<file path="config.mk">
export PLATFORM = sky130hd
export DESIGN_NAME = hdmi_pixel_scan
export DESIGN_NICKNAME = d
export VERILOG_FILES = /design/src/rtl/hdmi_pixel_scan_pkg.sv /design/src/rtl/hdmi_pixel_scan_sfifo.sv /design/src/rtl/hdmi_pixel_scan.sv
export SDC_FILE = /design/constraint.sdc
export NUM_CORES = 1
export LEC_CHECK = 0
export BUFFER_PORTS_ARGS = -buffer_cell sky130_fd_sc_hd__buf_2
export CORE_UTILIZATION = 62
export DETAILED_ROUTE_END_ITERATION = 6
export PLACE_DENSITY_LB_ADDON = 0.25
export SYNTH_ARGS = -nofsm -noshare
export SYNTH_HDL_FRONTEND = slang
export SYNTH_SLANG_ARGS = --single-unit
</file>
<file path="constraint.sdc">
create_clock -name i_clk -period 3.5 [get_ports i_clk]
set_input_delay 0.525 -clock i_clk [delete_from_list [all_inputs] [get_ports i_clk]]
set_output_delay 0.525 -clock i_clk [all_outputs]
set_load 0.01 [all_outputs]
</file>
<file path="src/rtl/hdmi_pixel_scan_pkg.sv">
// Shared register map, probe register numbers and FSM state type for the
// HDMI pixel scan sequencer.
package hdmi_pixel_scan_pkg;

    localparam logic [2:0] REG_CTRL   = 3'd0;
    localparam logic [2:0] REG_BASE   = 3'd1;
    localparam logic [2:0] REG_STEP   = 3'd2;
    localparam logic [2:0] REG_COUNT  = 3'd3;
    localparam logic [2:0] REG_SETTLE = 3'd4;
    localparam logic [2:0] REG_FIFO   = 3'd5;

    localparam logic [1:0] PROBE_OFF = 2'd1;
    localparam logic [1:0] PROBE_PIX = 2'd2;

    typedef enum logic [2:0] {
        ST_IDLE,
        ST_WR,
        ST_WACK,
        ST_SETTLE,
        ST_RD,
        ST_RACK,
        ST_PUSH
    } scan_state_t;

endpackage

</file>
<file path="src/rtl/hdmi_pixel_scan_sfifo.sv">
// Synchronous result FIFO; a pop frees its slot in time for a push on the
// same cycle, and clear discards everything including a same-cycle push.
module sfifo #(
    parameter int WIDTH  = 30,
    parameter int LGFIFO = 4
) (
    input  logic              i_clk,
    input  logic              i_areset_n,
    input  logic              clear,
    input  logic              push,
    input  logic [WIDTH-1:0]  wr_data,
    input  logic              pop,
    output logic [WIDTH-1:0]  rd_data,
    output logic              full,
    output logic              empty,
    output logic [LGFIFO:0]   fill
);

    localparam int DEPTH = 1 << LGFIFO;

    logic [WIDTH-1:0]  mem [0:DEPTH-1];
    logic [LGFIFO-1:0] wr_ptr, rd_ptr;
    logic              do_push, do_pop;

    assign full    = (fill == DEPTH[LGFIFO:0]);
    assign empty   = (fill == '0);
    assign do_pop  = pop && !empty;
    assign do_push = push && (!full || do_pop);
    assign rd_data = mem[rd_ptr];

    always_ff @(posedge i_clk) begin
        if (do_push)
            mem[wr_ptr] <= wr_data;
    end

    always_ff @(posedge i_clk or negedge i_areset_n) begin
        if (!i_areset_n) begin
            wr_ptr <= '0;
            rd_ptr <= '0;
            fill   <= '0;
        end else if (clear) begin
            wr_ptr <= '0;
            rd_ptr <= '0;
            fill   <= '0;
        end else begin
            if (do_push)
                wr_ptr <= wr_ptr + 1'b1;
            if (do_pop)
                rd_ptr <= rd_ptr + 1'b1;
            fill <= fill + (LGFIFO+1)'(do_push) - (LGFIFO+1)'(do_pop);
        end
    end

endmodule

</file>
<file path="src/rtl/hdmi_pixel_scan.sv">
// Wishbone-controlled sequencer that steps the HDMI capture probe through an
// arithmetic run of offsets and queues each captured pixel for the CPU.
module hdmi_pixel_scan
    import hdmi_pixel_scan_pkg::*;
#(
    parameter int OFFBITS = 30,
    parameter int LGFIFO  = 4,
    parameter int TMOBITS = 8
) (
    input  logic        i_clk,
    input  logic        i_areset_n,
    input  logic        i_wb_cyc,
    input  logic        i_wb_stb,
    input  logic        i_wb_we,
    input  logic [2:0]  i_wb_addr,
    input  logic [31:0] i_wb_data,
    output logic        o_wb_stall,
    output logic        o_wb_ack,
    output logic [31:0] o_wb_data,
    output logic        o_m_cyc,
    output logic        o_m_stb,
    output logic        o_m_we,
    output logic [1:0]  o_m_addr,
    output logic [31:0] o_m_data,
    input  logic        i_m_stall,
    input  logic        i_m_ack,
    input  logic [31:0] i_m_data,
    output logic        o_int
);

    localparam logic [TMOBITS-1:0] TMO_LAST = ~TMOBITS'(1);

    scan_state_t        state, next_state;
    logic [OFFBITS-1:0] base_reg, step_reg, cur;
    logic [15:0]        count_reg, remaining;
    logic [31:0]        settle_reg, settle_cnt;
    logic [29:0]        pixel, fifo_data;
    logic [TMOBITS-1:0] tmo_cnt;
    logic [LGFIFO:0]    fifo_fill;
    logic [31:0]        rd_mux;
    logic done, err, busy, timeout;
    logic wb_accept, ctrl_wr, start_req, abort_req, clear_req, start_launch;
    logic fifo_push, fifo_pop, fifo_full, fifo_empty;
    logic unused;

    assign unused       = &{1'b0, i_m_data[31:30]};
    assign o_wb_stall   = 1'b0;
    assign busy         = (state != ST_IDLE);
    assign wb_accept    = i_wb_cyc && i_wb_stb;
    assign ctrl_wr      = wb_accept && i_wb_we && (i_wb_addr == REG_CTRL);
    assign start_req    = ctrl_wr && i_wb_data[0];
    assign abort_req    = ctrl_wr && i_wb_data[1];
    assign clear_req    = ctrl_wr && i_wb_data[2];
    assign start_launch = (state == ST_IDLE) && start_req && !abort_req;
    assign timeout      = ((state == ST_WACK) || (state == ST_RACK)) && !i_m_ack
                          && (tmo_cnt == TMO_LAST);
    assign fifo_pop     = wb_accept && !i_wb_we && (i_wb_addr == REG_FIFO) && !fifo_empty;
    assign fifo_push    = (state == ST_PUSH) && (!fifo_full || fifo_pop);

    sfifo #(.WIDTH(30), .LGFIFO(LGFIFO)) u_fifo (
        .i_clk      (i_clk),
        .i_areset_n (i_areset_n),
        .clear      (clear_req),
        .push       (fifo_push),
        .wr_data    (pixel),
        .pop        (fifo_pop),
        .rd_data    (fifo_data),
        .full       (fifo_full),
        .empty      (fifo_empty),
        .fill       (fifo_fill)
    );

    // Scan parameters are frozen for the duration of a run.
    always_ff @(posedge i_clk or negedge i_areset_n) begin
        if (!i_areset_n) begin
            base_reg   <= '0;
            step_reg   <= '0;
            count_reg  <= '0;
            settle_reg <= '0;
        end else if (wb_accept && i_wb_we && !busy) begin
            case (i_wb_addr)
                REG_BASE:   base_reg   <= i_wb_data[OFFBITS-1:0];
                REG_STEP:   step_reg   <= i_wb_data[OFFBITS-1:0];
                REG_COUNT:  count_reg  <= i_wb_data[15:0];
                REG_SETTLE: settle_reg <= i_wb_data;
                default: ;
            endcase
        end
    end

    always_comb begin
        rd_mux = '0;
        case (i_wb_addr)
            REG_CTRL:   rd_mux = {busy, done, err, fifo_full, {(27-LGFIFO){1'b0}}, fifo_fill};
            REG_BASE:   rd_mux = 32'(base_reg);
            REG_STEP:   rd_mux = 32'(step_reg);
            REG_COUNT:  rd_mux = 32'(count_reg);
            REG_SETTLE: rd_mux = settle_reg;
            REG_FIFO:   if (!fifo_empty) rd_mux = {2'b10, fifo_data};
            default: ;
        endcase
    end

    always_ff @(posedge i_clk or negedge i_areset_n) begin
        if (!i_areset_n) begin
            o_wb_ack  <= 1'b0;
            o_wb_data <= '0;
        end else begin
            o_wb_ack <= wb_accept;
            if (wb_accept && !i_wb_we)
                o_wb_data <= rd_mux;
        end
    end

    always_ff @(posedge i_clk or negedge i_areset_n) begin
        if (!i_areset_n)
            state <= ST_IDLE;
        else
            state <= next_state;
    end

    // Abort overrides every state, including a probe ack arriving this cycle.
    always_comb begin
        next_state = state;
        if (abort_req) begin
            next_state = ST_IDLE;
        end else begin
            case (state)
                ST_IDLE:   if (start_launch && count_reg != 16'd0) next_state = ST_WR;
                ST_WR:     if (!i_m_stall) next_state = ST_WACK;
                ST_WACK:   if (i_m_ack) next_state = ST_SETTLE;
                           else if (timeout) next_state = ST_IDLE;
                ST_SETTLE: if (settle_cnt == '0) next_state = ST_RD;
                ST_RD:     if (!i_m_stall) next_state = ST_RACK;
                ST_RACK:   if (i_m_ack) next_state = ST_PUSH;
                           else if (timeout) next_state = ST_IDLE;
                ST_PUSH:   if (fifo_push) next_state = (remaining == 16'd1) ? ST_IDLE : ST_WR;
                default:   next_state = ST_IDLE;
            endcase
        end
    end

    always_comb begin
        o_m_cyc  = 1'b0;
        o_m_stb  = 1'b0;
        o_m_we   = 1'b0;
        o_m_addr = 2'd0;
        o_m_data = '0;
        case (state)
            ST_WR: begin
                o_m_cyc  = 1'b1;
                o_m_stb  = 1'b1;
                o_m_we   = 1'b1;
                o_m_addr = PROBE_OFF;
                o_m_data = 32'(cur);
            end
            ST_WACK: begin
                o_m_cyc  = 1'b1;
                o_m_we   = 1'b1;
                o_m_addr = PROBE_OFF;
            end
            ST_RD: begin
                o_m_cyc  = 1'b1;
                o_m_stb  = 1'b1;
                o_m_addr = PROBE_PIX;
            end
            ST_RACK: begin
                o_m_cyc  = 1'b1;
                o_m_addr = PROBE_PIX;
            end
            default: ;
        endcase
    end

    always_ff @(posedge i_clk or negedge i_areset_n) begin
        if (!i_areset_n) begin
            cur        <= '0;
            remaining  <= '0;
            settle_cnt <= '0;
            pixel      <= '0;
            tmo_cnt    <= '0;
        end else begin
            if ((state == ST_WACK) || (state == ST_RACK))
                tmo_cnt <= tmo_cnt + 1'b1;
            else
                tmo_cnt <= '0;
            case (state)
                ST_IDLE: if (start_launch) begin
                    cur       <= base_reg;
                    remaining <= count_reg;
                end
                ST_WACK:   if (i_m_ack) settle_cnt <= settle_reg;
                ST_SETTLE: if (settle_cnt != '0) settle_cnt <= settle_cnt - 1'b1;
                ST_RACK:   if (i_m_ack) pixel <= i_m_data[29:0];
                ST_PUSH: if (fifo_push) begin
                    cur       <= cur + step_reg;
                    remaining <= remaining - 1'b1;
                end
                default: ;
            endcase
        end
    end

    // Clear takes priority over a completion or timeout in the same cycle.
    always_ff @(posedge i_clk or negedge i_areset_n) begin
        if (!i_areset_n) begin
            done  <= 1'b0;
            err   <= 1'b0;
            o_int <= 1'b0;
        end else begin
            if (!abort_req && ((start_launch && count_reg == 16'd0) ||
                               (fifo_push && remaining == 16'd1)))
                done <= 1'b1;
            if (!abort_req && timeout)
                err <= 1'b1;
            if (clear_req) begin
                done <= 1'b0;
                err  <= 1'b0;
            end
            o_int <= done | err;
        end
    end

endmodule

</file>
==> flow_metrics.env <==
export IMPL_yosys_area_top_type_share_pct=43.7
export IMPL_crit_top_cell="o21ai_0"
export IMPL_routed_wl_microns=86300
export IMPL_rsz0062_at_grt="no"
export IMPL_grt_pass1_wl_microns=130000
export IMPL_min_to="pixel[27]"
export IMPL_synth_ff_type="edfxtp_1"
export IMPL_synth_top_cell_by_area="edfxtp_1"
export IMPL_path_max_fanout=4
export IMPL_drt_pass1_iterations=6
export IMPL_path_class="reg2reg"
export IMPL_timing_hold_ws_ns=0.121
export IMPL_die_w_microns=233
export IMPL_fin_crit_sh_pct=93.5
export IMPL_detail_route_antenna_nets=0
export IMPL_syn_cell_area_sq_um=33000
export IMPL_worstHoldStart="i_m_data[27]"
export IMPL_place_area_sq_um=35000
export IMPL_ys_top_cells_by_area="edfxtp_1, dfrtp_1, mux4_2"
export IMPL_fin_ws_ns=0.229
export IMPL_tightest_slew_ns=1.06
export IMPL_yosysMostFrequentCell="edfxtp_1"
export IMPL_synth_cells=2224
export IMPL_cpLargestDelayFamily="compound AO/OA/AOI/OAI gates"
export IMPL_ys_warn_count=0
export IMPL_syn_to_final_growth_pct=13.6
export IMPL_wl_met3_microns=7510
export IMPL_grt_util_all_layers_pct=32.9
export IMPL_insertion_delay_ns=0.64
export IMPL_grt_pass1_vias=20800
export IMPL_end_kind="register"
export IMPL_finalSetupViolCount=0
export IMPL_hold_path_class="in2reg"
export IMPL_cts_clk_slew_worst_paths_ns=0.06
export IMPL_critical_path_arrival_ns=3.81
export IMPL_antenna_found_initial=1
export IMPL_post_place_ws_ns=0.344
export IMPL_final_area_sq_um=37500
export IMPL_cts_max_level=3
export IMPL_avgSynthCellArea_sq_um=14.8
export IMPL_slew_headroom_pct=29.0
export IMPL_nets=2527
export IMPL_dieArea_sq_um=54100
export IMPL_r2r_start="cur[2]"
export IMPL_initial_core_util_pct=62.8
export IMPL_gr_total_overflow=0
export IMPL_drc=0
export IMPL_port_buffers=140
export IMPL_total_power_mw=28.4
export IMPL_peakVddDrop_uv=516
export IMPL_root_buffer="clkbuf_16"
export IMPL_top_layer="met5"
export IMPL_core_area_sq_um=52600
export IMPL_synth_cell_types=67
export IMPL_wl_met1_microns=33600
export IMPL_crit_required_ns=4.04
export IMPL_async_reset_ff_share_pct=36.5
export IMPL_synth_common_cells="edfxtp_1, dfrtp_1, mux4_2"
export IMPL_wl_met2_microns=42600
export IMPL_clock_sinks=756
export IMPL_cts_buffer_depth=3
export IMPL_seq_area_frac_synth_pct=64.6
export IMPL_post_route_min_period_ns=3.27
export IMPL_post_cts_buffers=0
export IMPL_r2r_end="cur[27]"
export IMPL_via_per_inst=6.71
export IMPL_ys_seq_elements=756
export IMPL_route_vias_total=21200
export IMPL_powerDensity_nw_per_um2=756
export IMPL_hold_viol=0
export IMPL_fmax_mhz=306
export IMPL_nFillCells=3310
export IMPL_synth_edff_count=480
export IMPL_r2r_slack_ns=0.23
export IMPL_grt_max_degree=88
export IMPL_wl_per_cell_microns=27.3
export IMPL_worst_r2r_cell_count=10
export IMPL_cpPeakStageDelay_ns=0.44
export IMPL_io_pins=146
export IMPL_first_iter_violations=2752
export IMPL_cts_tree="yes"
export IMPL_crit_path_top_delay_cell="o21ai_0"
export IMPL_diodes=0
export IMPL_p_leak_nw=14.3
export IMPL_cts_buffers=78
export IMPL_fp_dieH_microns=233
export IMPL_holdPathStages=2
export IMPL_clock_skew_ns=0.0219
export IMPL_drive_gt1_share_pct=27.9
export IMPL_hpwl_microns=53800
export IMPL_rows=84
export IMPL_largest_reg_flops=480
export IMPL_regMostFlops="u_fifo.mem"
export IMPL_globalplace_congestion=0.929
export IMPL_cp_start_kind="register"
export IMPL_final_max_slew_viol_count=0
export IMPL_setup_tns_final_ns=0
export IMPL_crit_buf_inv=1
export IMPL_drv_cap=0
export IMPL_crit_path_cell_trace="ha_1 > o21ai_0 > o21ai_0 > a31oi_1 > buf_4 > o31a_1 > o21ai_0 > nand2_1 > or4_1 > o211ai_1"
export IMPL_status="finished clean"
placed cells by master (no fill, tap or decap), types with 7 or more instances in the layout:
master | synthesis | layout
a211oi_1 | 11 | 10
a21o_1 | 12 | 12
a21oi_1 | 137 | 137
a221oi_1 | 25 | 25
a22oi_1 | 34 | 34
a31oi_1 | 8 | 8
and2_1 | 20 | 8
and2_2 | 0 | 12
and3_1 | 45 | 41
buf_12 | 0 | 16
buf_2 | 9 | 139
buf_4 | 4 | 75
clkbuf_1 | 104 | 15
clkbuf_16 | 0 | 78
clkinv_1 | 0 | 7
clkinv_2 | 0 | 17
dfrtp_1 | 276 | 273
edfxtp_1 | 480 | 480
ha_1 | 46 | 46
inv_1 | 29 | 29
mux2_2 | 150 | 150
mux2i_1 | 9 | 9
mux4_2 | 151 | 151
nand2_1 | 134 | 133
nand3_1 | 37 | 36
nand4_1 | 12 | 12
nor2_1 | 136 | 133
nor2b_1 | 13 | 11
nor3_1 | 33 | 33
nor4_1 | 12 | 12
o211ai_1 | 14 | 14
o21ai_0 | 127 | 126
o22ai_1 | 12 | 12
or3_1 | 13 | 13
xnor2_1 | 17 | 17
xor2_1 | 22 | 22
what timing repair did:
action | in CTS | in global routing
hold buffers | 1 | 0
endpoints found under the hold margin | 83 | 0
resized for setup | 0 | 0
per-stage QoR:
stage                     util, %  instances
after CTS                    71.3       3155
after global routing         71.3       3155
after global placement       66.6       3012
after detailed placement     66.6       3012
after floorplan                 -       2226
final                        71.3       3155
kinds of logic (layout without fill, tap and decap cells):
| group | after synthesis | after routing | share of synthesized area, % |
|---|---|---|---|
| AND/OR/NAND/NOR | 480 | 480 | 6.96 |
| other | 1 | 3 | 0.0114 |
| buffers and inverters | 162 | 403 | 1.92 |
| adder cells (fa/ha/maj) | 48 | 48 | 1.87 |
| XOR/XNOR | 39 | 39 | 1.04 |
| flip-flops | 756 | 756 | 64.6 |
| multiplexers | 310 | 310 | 15.7 |
| AO/OA/AOI/OAI | 428 | 428 | 7.88 |
worst max-delay path by stage:
stage                      to         start  slack, ns  depth (start not counted)
3_5_place_dp          cur[27]        cur[2]       0.34                         10
6_report              cur[27]        cur[2]       0.23                         10
3_3_place_gp          cur[27]        cur[2]       0.40                         10
5_1_grt               cur[27]        cur[2]       0.06                         10
2_1_floorplan  u_fifo.fill[4]  i_wb_addr[1]       0.42                         16
4_1_cts               cur[27]        cur[2]       0.34                         10
cell type report:
cell class	instances	area [sq um]	share of cell area, %
Inverter	29	109	0.290
Clock buffer	97	2060	5.50
Timing Repair Buffer	232	1600	4.28
Multi-Input combinational cell	1308	11100	29.6
Sequential cell	756	21300	56.9
Clock inverter	45	425	1.13
Tap cell	688	861	2.30
routing by layer:
layer | track usage, % | vias up
met5 | 0 | -
met4 | 11.4 | 2
met3 | 5.72 | 186
met2 | 53.5 | 1172
met1 | 45.2 | 10800
li1 | - | 8988
power by group:
part	leakage, nW	switching (mW)	internal (mW)	total, mW
sequential	8.01	1.78	11.3	13.1
combinational	5.10	3.77	3.32	7.10
clock	1.22	3.55	4.61	8.15
No activity file was read; power rests on OpenSTA's default activity.
